### src/rtl/fetch_queue_unit_if.sv
// Fetch front-end bundle: instruction-memory request/response, redirect, and IF/ID handshake.
interface fetch_queue_unit_if #(
    parameter int unsigned PC_W  = 9,
    parameter int unsigned INS_W = 32,
    parameter int unsigned OCC_W = 3
);
    logic             imem_req;
    logic [PC_W-1:0]  imem_addr;
    logic             imem_rvalid;
    logic [INS_W-1:0] imem_rdata;
    logic             redirect;
    logic [PC_W-1:0]  redirect_pc;
    logic             if_valid;
    logic [INS_W-1:0] if_instr;
    logic [PC_W-1:0]  if_pc;
    logic             if_ready;
    logic [OCC_W-1:0] occupancy;

    modport master (
        output imem_req, imem_addr, if_valid, if_instr, if_pc, occupancy,
        input  imem_rvalid, imem_rdata, redirect, redirect_pc, if_ready
    );

    modport slave (
        input  imem_req, imem_addr, if_valid, if_instr, if_pc, occupancy,
        output imem_rvalid, imem_rdata, redirect, redirect_pc, if_ready
    );
endinterface

### src/rtl/fetch_queue_unit.sv
// Instruction-fetch front end: in-order requests to variable-latency imem, credit-limited
// FIFO of {instr, pc} toward IF/ID, redirect flush with stale-response dropping.
module fetch_queue_unit #(
    parameter int unsigned    PC_W      = 9,
    parameter int unsigned    INS_W     = 32,
    parameter int unsigned    DEPTH     = 4,
    parameter int unsigned    MAX_OUTST = 2,
    parameter logic [PC_W-1:0] RESET_PC = '0,
    parameter int unsigned    PC_STEP   = 4
) (
    input  logic               clk,
    input  logic               reset,
    fetch_queue_unit_if.master bus
);
    localparam int unsigned AW = $clog2(DEPTH);
    localparam int unsigned CW = $clog2(MAX_OUTST + 1);
    localparam int unsigned UW = AW + CW + 1;
    localparam logic [PC_W-1:0] STEP  = PC_W'(PC_STEP);
    localparam logic [AW:0]     P_ONE = (AW + 1)'(1);
    localparam logic [CW-1:0]   C_ONE = CW'(1);

    logic [PC_W-1:0]  r_fetch_pc;
    logic [PC_W-1:0]  r_resp_pc;
    logic [CW-1:0]    r_outst;
    logic [CW-1:0]    r_drop;
    logic [AW:0]      r_wptr;
    logic [AW:0]      r_rptr;
    logic [INS_W-1:0] r_q_instr [DEPTH];
    logic [PC_W-1:0]  r_q_pc    [DEPTH];

    logic [AW:0]      w_occ;
    logic             w_empty;
    logic             w_full;
    logic [UW-1:0]    w_used;
    logic             w_issue;
    logic             w_rsp;
    logic             w_rsp_keep;
    logic             w_deq;
    logic [AW-1:0]    w_widx;
    logic [AW-1:0]    w_ridx;

    assign w_occ   = r_wptr - r_rptr;
    assign w_empty = (w_occ == '0);
    assign w_full  = (w_occ == (AW + 1)'(DEPTH));
    assign w_widx  = r_wptr[AW-1:0];
    assign w_ridx  = r_rptr[AW-1:0];

    // Stale in-flight requests will not land in the queue, so they hold no credit.
    assign w_used  = UW'(w_occ) + UW'(r_outst) - UW'(r_drop);
    assign w_issue = reset && !bus.redirect && (r_outst < CW'(MAX_OUTST)) && (w_used < UW'(DEPTH));

    // A response with nothing outstanding (e.g. left over from before reset) is ignored.
    assign w_rsp      = bus.imem_rvalid && (r_outst != '0);
    assign w_rsp_keep = w_rsp && (r_drop == '0) && !bus.redirect;
    assign w_deq      = !w_empty && bus.if_ready && !bus.redirect;

    always_ff @(posedge clk or negedge reset) begin
        if (!reset) begin
            r_fetch_pc <= RESET_PC;
            r_resp_pc  <= RESET_PC;
            r_outst    <= '0;
            r_drop     <= '0;
            r_wptr     <= '0;
            r_rptr     <= '0;
        end else begin
            r_outst <= r_outst + CW'(w_issue) - CW'(w_rsp);
            if (bus.redirect) begin
                r_fetch_pc <= bus.redirect_pc;
                r_resp_pc  <= bus.redirect_pc;
                r_wptr     <= '0;
                r_rptr     <= '0;
                // Already-stale requests are counted in r_outst, so after a flush every
                // request still in flight is stale: that is exactly outst minus this response.
                r_drop     <= r_outst - CW'(w_rsp);
            end else begin
                if (w_issue) begin
                    r_fetch_pc <= r_fetch_pc + STEP;
                end
                if (w_rsp && (r_drop != '0)) begin
                    r_drop <= r_drop - C_ONE;
                end
                if (w_rsp_keep) begin
                    r_wptr    <= r_wptr + P_ONE;
                    r_resp_pc <= r_resp_pc + STEP;
                end
                if (w_deq) begin
                    r_rptr <= r_rptr + P_ONE;
                end
            end
        end
    end

    always_ff @(posedge clk) begin
        if (w_rsp_keep) begin
            r_q_instr[w_widx] <= bus.imem_rdata;
            r_q_pc[w_widx]    <= r_resp_pc;
        end
    end

    assign bus.imem_req  = w_issue;
    assign bus.imem_addr = r_fetch_pc;
    assign bus.if_valid  = !w_empty;
    assign bus.if_instr  = w_empty ? '0 : r_q_instr[w_ridx];
    assign bus.if_pc     = w_empty ? '0 : r_q_pc[w_ridx];
    assign bus.occupancy = w_occ;

    a_no_overflow: assert property (@(posedge clk) disable iff (!reset)
        !(w_rsp_keep && w_full && !w_deq));
endmodule
### src/flat_wrapper.sv
// flat-port wrapper written by rule: the top's interface ports become plain ports
module fetch_queue_unit_flat 
#(
    parameter int unsigned    PC_W      = 9,
    parameter int unsigned    INS_W     = 32,
    parameter int unsigned    DEPTH     = 4,
    parameter int unsigned    MAX_OUTST = 2,
    parameter logic [PC_W-1:0] RESET_PC = '0,
    parameter int unsigned    PC_STEP   = 4
)
  (clk, reset, bus_imem_req, bus_imem_addr, bus_if_valid, bus_if_instr, bus_if_pc, bus_occupancy, bus_imem_rvalid, bus_imem_rdata, bus_redirect, bus_redirect_pc, bus_if_ready);
  fetch_queue_unit_if #(.PC_W(PC_W), .INS_W(INS_W)) bus_i ();
  input  logic clk;
  input  logic reset;
  output wire logic [$bits(bus_i.imem_req)-1:0] bus_imem_req;
  output wire logic [$bits(bus_i.imem_addr)-1:0] bus_imem_addr;
  output wire logic [$bits(bus_i.if_valid)-1:0] bus_if_valid;
  output wire logic [$bits(bus_i.if_instr)-1:0] bus_if_instr;
  output wire logic [$bits(bus_i.if_pc)-1:0] bus_if_pc;
  output wire logic [$bits(bus_i.occupancy)-1:0] bus_occupancy;
  input wire logic [$bits(bus_i.imem_rvalid)-1:0] bus_imem_rvalid;
  input wire logic [$bits(bus_i.imem_rdata)-1:0] bus_imem_rdata;
  input wire logic [$bits(bus_i.redirect)-1:0] bus_redirect;
  input wire logic [$bits(bus_i.redirect_pc)-1:0] bus_redirect_pc;
  input wire logic [$bits(bus_i.if_ready)-1:0] bus_if_ready;
  assign bus_imem_req = bus_i.imem_req;
  assign bus_imem_addr = bus_i.imem_addr;
  assign bus_if_valid = bus_i.if_valid;
  assign bus_if_instr = bus_i.if_instr;
  assign bus_if_pc = bus_i.if_pc;
  assign bus_occupancy = bus_i.occupancy;
  assign bus_i.imem_rvalid = bus_imem_rvalid;
  assign bus_i.imem_rdata = bus_imem_rdata;
  assign bus_i.redirect = bus_redirect;
  assign bus_i.redirect_pc = bus_redirect_pc;
  assign bus_i.if_ready = bus_if_ready;
  fetch_queue_unit #(.PC_W(PC_W), .INS_W(INS_W), .DEPTH(DEPTH), .MAX_OUTST(MAX_OUTST), .RESET_PC(RESET_PC), .PC_STEP(PC_STEP)) u_core (.clk(clk), .reset(reset), .bus(bus_i));
endmodule
### config.mk
export PLATFORM = sky130hd
export DESIGN_NAME = fetch_queue_unit_flat
export DESIGN_NICKNAME = d
export VERILOG_FILES = /design/src/rtl/fetch_queue_unit_if.sv /design/src/rtl/fetch_queue_unit.sv /design/src/flat_wrapper.sv
export SDC_FILE = /design/constraint.sdc
export NUM_CORES = 1
export LEC_CHECK = 0
export ABC_CLOCK_PERIOD_IN_PS = 5000
export BUFFER_PORTS_ARGS = -buffer_cell sky130_fd_sc_hd__buf_4
export CORE_ASPECT_RATIO = 1.5
export CORE_MARGIN = 1
export CORE_UTILIZATION = 30
export CTS_CLUSTER_SIZE = 16
export DETAILED_ROUTE_END_ITERATION = 10
export PLACE_DENSITY = 0.47
export SETUP_SLACK_MARGIN = 0.02
export SLEW_MARGIN = 20
export SYNTH_ARGS = -nofsm -noshare
export SYNTH_HDL_FRONTEND = slang
export SYNTH_SLANG_ARGS = --single-unit
### constraint.sdc
create_clock -name clk -period 5 [get_ports clk]
set_input_delay 0.75 -clock clk [delete_from_list [all_inputs] [get_ports clk]]
set_output_delay 0.75 -clock clk [all_outputs]
set_load 0.01 [all_outputs]
# Word level (Yosys, flattened, before mapping)
# Memory sizes are Yosys's and may differ from the RTL's.
# Cells that the tools add are included.
[totals] reg_bits=28 mem_bits_rw=164 in_bits=46 word_cells=54 n_memories=2
[memory_table] memory="u_core.r_q_instr" words=4 width=32 read_ports=1 rd_ports_with_merged_regs=0 write_ports=1 line="fetch_queue_unit.sv:28" text="logic [INS_W-1:0] r_q_instr [DEPTH];"
[memory_table] memory="u_core.r_q_pc" words=4 width=9 read_ports=1 rd_ports_with_merged_regs=0 write_ports=1 line="fetch_queue_unit.sv:29" text="logic [PC_W-1:0] r_q_pc [DEPTH];"
[classes] add_sub_neg=11 magnitude_cmp=2 mux=14 reduce_logical=19
[op_table] cell="9-bit 2-to-1 mux" n=5
[op_table] cell="32-bit 2-to-1 mux" n=1
[op_table] cell="9-bit by 3-bit adder with 9-bit output (second input constant)" n=2
[op_table] cell="3-bit 2-to-1 mux" n=4
[op_table] cell="2-bit nonzero test" n=6
[op_table] cell="1-bit logical AND" n=9
[op_table] cell="3-bit by 1-bit adder with 3-bit output (second input constant)" n=2
[op_table] cell="5-bit by 3-bit < comparator with 1-bit output (second input constant)" n=1
[op_table] cell="5-bit by 2-bit subtractor with 5-bit output" n=1
[op_table] cell="3-bit by 2-bit adder with 4-bit output" n=1
[op_table] cell="2-bit 2-to-1 mux" n=2
[op_table] cell="2-bit by 1-bit subtractor with 2-bit output" n=2
[op_table] cell="3-bit logical NOT" n=1
[op_table] cell="3-bit subtractor" n=1
[op_table] cell="2-bit by 1-bit adder with 2-bit output" n=1
[op_table] cell="1-bit logical NOT" n=2
[op_table] cell="2-bit logical NOT" n=1
[op_table] cell="2-bit < comparator (second input constant)" n=1
[op_table] cell="1-bit 2-to-1 mux" n=2
[op_table] cell="2-bit by 1-bit subtractor with 2-bit output (second input constant)" n=1

# Logic depth before layout (Yosys ltp)
# Gate-level depths: netlist (run 1).
[logic_depth] depth_word=7 depth_mapped=19 ltp_nobuf=18

# Worst setup path before layout (run 1)
# OpenSTA, ideal clock, no wires.
[synth_path] path_type="register to register" start="register u_core.r_rptr[1]" end="register u_core.r_outst[1]" setup_ps=130 t_arrival_ps=4139 required_time_ps=4870 slack_ps=731 stages_incl_launch_ff=19 cell_sequence="dfrtp_1 -> clkbuf_1 -> buf_4 -> inv_1 -> fa_1 -> inv_1 -> fa_1 -> inv_1 -> ha_1 -> o21ai_0 -> o21ba_2 -> nor3_4 -> nor2_2 -> or3_1 -> ha_1 -> inv_1 -> ha_1 -> xnor2_1 -> xnor2_1"
[synth_between] elab_chain_cells=7
[synth_lines] item="start, declared" line="fetch_queue_unit.sv:27" text="logic [AW:0] r_rptr;"
[synth_lines] item="start signal, assigned" line="fetch_queue_unit.sv:87" text="r_rptr <= r_rptr + P_ONE;"
[synth_lines] item="3-bit subtractor" line="fetch_queue_unit.sv:42" text="assign w_occ = r_wptr - r_rptr;"
[synth_lines] item="net bus_occupancy[1]" line="flat_wrapper.sv:20" text="output wire logic [$bits(bus_i.occupancy)-1:0] bus_occupancy;"
[synth_lines] item="3-bit by 2-bit adder with 4-bit output" line="fetch_queue_unit.sv:49" text="assign w_used = UW'(w_occ) + UW'(r_outst) - UW'(r_drop);"
[synth_lines] item="5-bit by 2-bit subtractor with 5-bit output" line="fetch_queue_unit.sv:49"
[synth_lines] item="5-bit by 3-bit < comparator with 1-bit output" line="fetch_queue_unit.sv:50" text="assign w_issue = reset && !bus.redirect && (r_outst < CW'(MAX_OUTST)) && (w_used < UW'(DEPTH));"
[synth_lines] item="1-bit logical AND" line="fetch_queue_unit.sv:50"
[synth_lines] item="2-bit by 1-bit adder with 2-bit output" line="fetch_queue_unit.sv:66" text="r_outst <= r_outst + CW'(w_issue) - CW'(w_rsp);"
[synth_lines] item="2-bit by 1-bit subtractor with 2-bit output" line="fetch_queue_unit.sv:66"
[synth_lines] item="end signal, assigned" line="fetch_queue_unit.sv:66"
[synth_lines] item="end, declared" line="fetch_queue_unit.sv:24" text="logic [CW-1:0] r_outst;"
# The timed path passes the listed nets, and every way through them passes these cells.
# A chain may end at the register's enable or synchronous reset.

# Worst setup path after layout (run 1)
[layout_path] start="register u_core.r_wptr[0]" end="output bus_imem_req"
[layout_between] elab_chain_cells=5
[layout_lines] item="start, declared" line="fetch_queue_unit.sv:26" text="logic [AW:0] r_wptr;"
[layout_lines] item="start signal, assigned" line="fetch_queue_unit.sv:83" text="r_wptr <= r_wptr + P_ONE;"
[layout_lines] item="3-bit subtractor" line="fetch_queue_unit.sv:42"
[layout_lines] item="3-bit by 2-bit adder with 4-bit output" line="fetch_queue_unit.sv:49"
[layout_lines] item="5-bit by 2-bit subtractor with 5-bit output" line="fetch_queue_unit.sv:49"
[layout_lines] item="5-bit by 3-bit < comparator with 1-bit output" line="fetch_queue_unit.sv:50"
[layout_lines] item="1-bit logical AND" line="fetch_queue_unit.sv:50"
[layout_lines] item="end, declared" line="flat_wrapper.sv:15" text="output wire logic [$bits(bus_i.imem_req)-1:0] bus_imem_req;"
# Every way passes these cells.

==> impl_metrics.py, run 1 <==
metrics = {
    "timing": {
        "hold_viol_final": 0,
        "maxClockFrequency_mhz": 215.8,
        "slew_viol_final": 0,
        "setup_slack_ns": 0.3669,
        "fin_tns_setup_ns": 0,
        "finalCritPeriodShare": 0.9266,
        "skew_ns": 0.008314,
        "finalSetupViolCount": 0,
        "worst_pin_slew_ns": 1.003,
        "min_period_ns": 4.633,
        "holdWs_ns": 0.2465,
        "slew_headroom": 0.3315,
        "rsz0062_at_grt": "false",
    },
    "flow_run": {
        "drv_cap": 0,
    },
    "power": {
        "switchingPower_w": 0.001923,
        "clkPwrFrac": 0.229,
        "pwr_density_cell_nw_per_um2": 571.6,
        "p_leak_nw": 3.427,
        "vdd_drop_max_mv": 0.3809,
        "p_seq_frac": 0.355,
        "p_comb_frac": 0.416,
        "swShare": 0.3451,
        "intPower_w": 0.003649,
    },
    "route": {
        "via_per_inst": 4.695,
        "drcViolationCount": 0,
        "wl_per_cell_um": 18.55,
        "drtIter0Drc": 187,
        "antenna_left": 0,
        "dr.pass1.iters": 4,
        "wirelength_um": 16820,
        "vias": 4258,
    },
    "finish": {
        "nNetsFinal": 620,
        "fill_cells": 2481,
        "syn_to_final_growth_pct": 20.01,
        "layout-drive-gt1-share": 0.3421,
        "final_cell_area_um2": 9748,
        "fin_util": 0.3668,
        "diodes": 0,
    },
    "clocking": {
        "postCtsHoldBufs": 0,
        "clockRootBuffer": "clkbuf_16",
        "cts_resized": 0,
        "cts_inserted_buffers": 17,
        "htreeDepth": 4,
        "cts_tree": "done",
        "cts.sink_count": 192,
        "clk_latency_ns": 0.43,
        "cts_buffer_depth": 2,
        "cts_setup_buffers": 0,
        "clk_pin_slew_ns": 0.07,
    },
    "synthesis": {
        "syn_area_per_cell_um2": 17.77,
        "synth-edff-count": 164,
        "synthFlopType": "edfxtp_1",
        "synthArstFlopShare": 0.1458,
        "synthSimpleGateAreaFrac": 0.07763,
        "yosys.area_share.xor_xnor": 0.01694,
        "syn_nets": 520,
        "synth_seq_cells": 192,
        "muxShareOfSynthArea": 0.1189,
        "synth_fa_ha_area_frac": 0.02803,
        "yosysSeqAreaShare": 0.6925,
        "synth_compound_area_frac": 0.03851,
        "yosys_warnings": 0,
        "synth_cell_types": 50,
        "synth_top_family_by_area": "multiplexers",
        "syn_area_um2": 8123,
        "syn_inst": 457,
    },
    "critical_path": {
        "reg2reg_depth": 17,
        "end_kind": "primary output",
        "worstSetupPathType": "reg -> out",
        "worstReg2RegEnd": "u_core.r_outst[1]",
        "crit_top_cell": "inv_1",
        "cp.arrival_ns": 3.88,
        "startpoint_type": "register",
        "worstReg2RegStart": "u_core.r_wptr[0]",
        "critPathMaxFanout": 9,
        "startpoint": "u_core.r_wptr[0]",
        "crit_path_top_delay_cell": "fa_1",
        "critPathCapture": "bus_imem_req",
        "max_stage_delay_ns": 0.56,
        "rrSetupSlack_ns": 0.66,
        "worstPathRequired_ns": 4.25,
        "crit_chain": "inv_1 -> ha_1 -> inv_1 -> fa_1 -> inv_1 -> fa_1 -> inv_1 -> ha_1 -> a211oi_2 -> o21ba_1 -> nor2_2 -> nor3_1 -> buf_4",
    },
    "die": {
        "die_x_um": 136.4,
        "dieArea_um2": 27750,
        "pin_count": 101,
        "core_area_um2": 26580,
        "die_h_um": 203.5,
        "row_count": 73,
        "initial_utilization": 0.3056,
    },
    "place": {
        "placed_area_um2": 9200,
        "hpwl_um": 10240,
        "placement.io_buffers": 100,
        "dp_slack_ns": 0.6468,
        "gp_congestion": 0.8146,
    },
    "global_route": {
        "antenna_found_initial": 0,
        "grt_max_degree": 45,
        "grt_pass1_wl_um": 26630,
        "grt_pass1_vias": 4753,
        "track_usage": 0.1313,
        "overflow": 0,
    },
    "run_status": {
        "status": "complete, no violations",
    },
    "hold_path": {
        "hp-class": "in -> async",
    },
}
-- synthesized netlist by cell type, types with 3 or more instances --
cell | n | area, µm²
mux4_2 | 41 | 923.4
a21boi_0 | 4 | 30.03
clkbuf_1 | 10 | 37.54
o31ai_1 | 3 | 22.52
inv_1 | 19 | 71.32
xor2_1 | 5 | 43.79
and3_1 | 6 | 37.54
nor2_1 | 7 | 26.28
nand2_1 | 12 | 45.04
nand2b_1 | 5 | 31.28
xnor2_1 | 8 | 70.07
nor4_1 | 6 | 37.54
nor3_1 | 9 | 45.04
nand4_1 | 4 | 25.02
dfrtp_1 | 28 | 700.7
edfxtp_1 | 164 | 4925
buf_2 | 7 | 35.03
nand3_1 | 4 | 20.02
a21oi_1 | 7 | 35.03
o21ai_0 | 9 | 45.04
ha_1 | 15 | 187.7
or3_1 | 4 | 25.02
buf_6 | 6 | 67.56
and2_1 | 41 | 256.5
-- worst max-delay path: cells and delay by family, from the launching register on --
family                     cells  cell delay [ns]
and+or+nand+nor                2             0.28
AOI/OAI and AO/OA              2             0.78
adders and majority gates      4             1.51
DFF                            1             0.41
buffers and inverters          5             0.45
-- layout by cell type (no fill, tap or decap), drive strengths merged, types with 2 or more instances in the layout --
| master | synthesis | final |
|---|---|---|
| edfxtp | 164 | 164 |
| buf | 15 | 106 |
| mux4 | 41 | 41 |
| and2 | 41 | 41 |
| dfrtp | 28 | 28 |
| inv | 19 | 21 |
| clkbuf | 10 | 19 |
| ha | 15 | 15 |
| nand2 | 14 | 14 |
| nor3 | 10 | 10 |
| o21ai | 9 | 9 |
| xnor2 | 8 | 8 |
| nor2 | 8 | 8 |
| clkinv | 0 | 8 |
| a21oi | 7 | 7 |
| nor4 | 6 | 6 |
| and3 | 6 | 6 |
| nand2b | 5 | 5 |
| xor2 | 5 | 5 |
| or3 | 5 | 5 |
| nand4 | 4 | 4 |
| nand3 | 4 | 4 |
| a21boi | 4 | 4 |
| o31ai | 3 | 3 |
| nor2b | 2 | 2 |
| mux2i | 2 | 2 |
| a2111oi | 2 | 2 |
| o2111a | 2 | 2 |
| mux2 | 2 | 2 |
| and4 | 2 | 2 |
| fa | 2 | 2 |
| clkinvlp | 0 | 2 |
| o21ba | 2 | 2 |
| a211oi | 2 | 2 |
-- area by class of cell --
class / count / area, µm² / area share
Clock inverter: 13 / 115.1 / 0.01181
Inverter: 19 / 71.32 / 0.007316
Multi-Input combinational cell: 221 / 2281 / 0.2340
Tap cell: 337 / 421.7 / 0.04325
Clock buffer: 19 / 432.9 / 0.04441
Timing Repair Buffer: 106 / 795.8 / 0.08163
Sequential cell: 192 / 5630 / 0.5776
-- routing by layer --
layer	wire length, µm	up-vias	global-route usage
li1	-	1962	-
met1	7040	2192	0.1568
met2	8852	89	0.2244
met3	671	15	0.03033
met4	258	0	0.05516
met5	0	-	0
-- kinds of logic (layout without fill, tap and decap cells) --
group / after synthesis / in the layout
adder cells (fa/ha/maj): 17 / 17
AND/OR/NAND/NOR: 107 / 107
multiplexers: 45 / 45
AO/OA/AOI/OAI: 38 / 38
buffers and inverters: 44 / 157
XOR/XNOR: 14 / 14
flip-flops: 192 / 192
-- registers in the layout, summed over array words and instances, names as in the netlist --
signal,flops
u_core.bus.imem_addr,9
u_core.r_drop,2
u_core.r_outst,2
u_core.r_q_instr,128
u_core.r_q_pc,36
u_core.r_resp_pc,9
u_core.r_rptr,3
u_core.r_wptr,3
-- stage by stage --
step | std cells | total power [W]
floorplan | 457 | 0.003572
global placement | 875 | 0.004360
detailed placement | 875 | 0.004397
CTS | 907 | 0.005686
global route | 907 | 0.005927
finish | 907 | 0.005572
-- worst min path at each step --
stage,startpoint,depth (start not counted),slack (ns),end
2_1_floorplan,reset,0,0.45,u_core.bus.imem_addr[0]
3_3_place_gp,u_core.r_resp_pc[0],0,0.49,u_core.r_q_pc[2][0]
3_5_place_dp,u_core.r_resp_pc[0],0,0.51,u_core.r_q_pc[1][0]
4_1_cts,reset,1,0.24,u_core.bus.imem_addr[0]
5_1_grt,reset,1,0.27,u_core.bus.imem_addr[0]
6_report,reset,1,0.25,u_core.r_outst[0]
-- power groups by stage --
stage / logic (W) / clock network, W / registers (W)
floorplan: 0.00158 / 0 / 0.00199
global placement: 0.00235 / 0 / 0.00201
detailed placement: 0.00238 / 0 / 0.00201
CTS: 0.00239 / 0.00131 / 0.00198
global route: 0.00256 / 0.00137 / 0.00200
finish: 0.00232 / 0.00127 / 0.00198
No activity file was read; power rests on OpenSTA's default activity.
==> run 2, diff against run 1 <==
- PLACE_DENSITY: 0.47 -> 0.54
==> run 2 against run 1 <==
Net effect: wire length grew 0.91%; hold slack better by 0.0036 ns; die area did not move; first-iteration DRC count increased by 33%; clock-buffer cell count shrank 1; clock skew rose by 0.0043 ns; via count fell by 0.40%; clock power grew 8%; critical path type unchanged; largest cell class unchanged; largest power group unchanged.
==> impl_metrics.py, run 2 (same netlist as run 1, synthesis figures left out) <==
metrics = {
    "run_status": {
        "status": "complete, no violations",
    },
    "hold_path": {
        "hp-class": "in -> async",
    },
    "critical_path": {
        "reg2reg_depth": 17,
        "critPathMaxFanout": 9,
        "worstPathRequired_ns": 4.25,
        "startpoint_type": "register",
        "cp.arrival_ns": 3.86,
        "worstSetupPathType": "reg -> out",
        "end_kind": "primary output",
        "rrSetupSlack_ns": 0.67,
    },
    "power": {
        "pwr_density_cell_nw_per_um2": 579.3,
        "p_leak_nw": 3.446,
        "p_total_w": 0.005674,
        "vdd_drop_max_mv": 0.5028,
    },
    "timing": {
        "worst_pin_slew_ns": 1.011,
        "rsz0062_at_grt": "false",
        "slew_viol_final": 0,
        "hold_viol_final": 0,
        "skew_ns": 0.01261,
        "slew_headroom": 0.3257,
        "fin_tns_setup_ns": 0,
        "finalCritPeriodShare": 0.9225,
        "maxClockFrequency_mhz": 216.8,
        "finalSetupViolCount": 0,
        "min_period_ns": 4.613,
    },
    "die": {
        "pin_count": 101,
        "core_area_um2": 26580,
        "row_count": 73,
        "initial_utilization": 0.3056,
        "die_x_um": 136.4,
        "die_h_um": 203.5,
        "dieArea_um2": 27750,
    },
    "global_route": {
        "grt_pass1_vias": 4540,
        "antenna_found_initial": 0,
        "grt_pass1_wl_um": 26520,
        "track_usage": 0.1318,
        "overflow": 0,
        "grt_max_degree": 45,
    },
    "route": {
        "via_per_inst": 4.676,
        "vias": 4241,
        "drcViolationCount": 0,
        "antenna_left": 0,
        "wl_per_cell_um": 18.72,
        "wirelength_um": 16980,
        "dr.pass1.iters": 4,
        "drtIter0Drc": 248,
    },
    "finish": {
        "syn_to_final_growth_pct": 20.59,
        "diodes": 0,
        "layout-drive-gt1-share": 0.3474,
        "final_cell_mix": "164 x edfxtp_1, 106 x buf_4, 41 x mux4_2, 41 x and2_1, 26 x dfrtp_1",
        "largest_reg_flops": 128,
        "mostFrequentLayoutCell": "edfxtp_1",
        "reg_top3": "u_core.r_q_instr (128), u_core.r_q_pc (36)",
        "top_register": "u_core.r_q_instr",
        "nNetsFinal": 620,
    },
    "clocking": {
        "clk_latency_ns": 0.43,
        "cts.sink_count": 192,
        "clockRootBuffer": "clkbuf_16",
        "cts_resized": 0,
        "clk_pin_slew_ns": 0.07,
        "cts_buffer_depth": 2,
        "cts_inserted_buffers": 17,
        "htreeDepth": 4,
        "cts_setup_buffers": 0,
        "cts_tree": "done",
        "postCtsHoldBufs": 0,
    },
    "place": {
        "hpwl_um": 10610,
        "gp_congestion": 0.8227,
        "placement.io_buffers": 100,
    },
    "flow_run": {
        "drv_cap": 0,
    },
}
[run 2: layout make-up]
cell class / instances / area [µm²]
fill: 2481 / 16780
sequential: 192 / 5630
multi-input combinational: 221 / 2281
timing repair buffer: 106 / 795.8
clock buffer: 18 / 429.2
tap: 337 / 421.7
clock inverter: 14 / 166.4
inverter: 19 / 71.32
[run 2: layer usage]
layer	GRT usage	wire, µm	share of wire
met1	0.1515	6884	0.41
met2	0.2337	9277	0.55
met3	0.03231	581	0.034
met4	0.04841	232	0.014
met5	0	0	0
[run 2: metrics by stage]
stage	cells	utilization	instance area, µm²	setup WS, ns	hold WS, ns
floorplan	457	-	8123	0.7311	0.4544
global placement	875	0.3461	9200	0.7740	0.4950
detailed placement	875	0.3461	9200	0.6749	0.5161
CTS	907	0.3685	9796	0.3540	0.2338
global route	907	0.3685	9796	0.07788	0.2468
finish	907	0.3685	9796	0.3875	0.2502
[run 2: critical path: stages, from the launching register on]
cell and delay, ns:
dfrtp_1 0.42, inv_1 0.15, ha_1 0.16, inv_1 0.05
fa_1 0.56, inv_1 0.08, fa_1 0.50, inv_1 0.04
ha_1 0.29, a211oi_2 0.39, o21ba_1 0.37, nor2_2 0.08
nor3_1 0.18, buf_4 0.15
[run 2: power breakdown]
group / total (W) / switching (W) / leakage, nW / internal, W
clock: 0.00137 / 0.000584 / 0.282 / 0.000786
combinational: 0.00232 / 0.00124 / 1.35 / 0.00109
sequential: 0.00198 / 0.000107 / 1.81 / 0.00187
[run 2: path summary, 6_finish.rpt]
path / end / start
setup / recovery: bus_imem_req / u_core.r_wptr[0]
hold / removal: u_core.r_drop[0] / reset
setup reg to reg: u_core.r_outst[1] / u_core.r_wptr[0]
hold reg to reg: u_core.r_q_pc[3][0] / u_core.r_resp_pc[0]
max in group asynchronous: u_core.r_rptr[0] / reset
min in group clk: u_core.r_q_instr[2][10] / bus_imem_rdata[10]
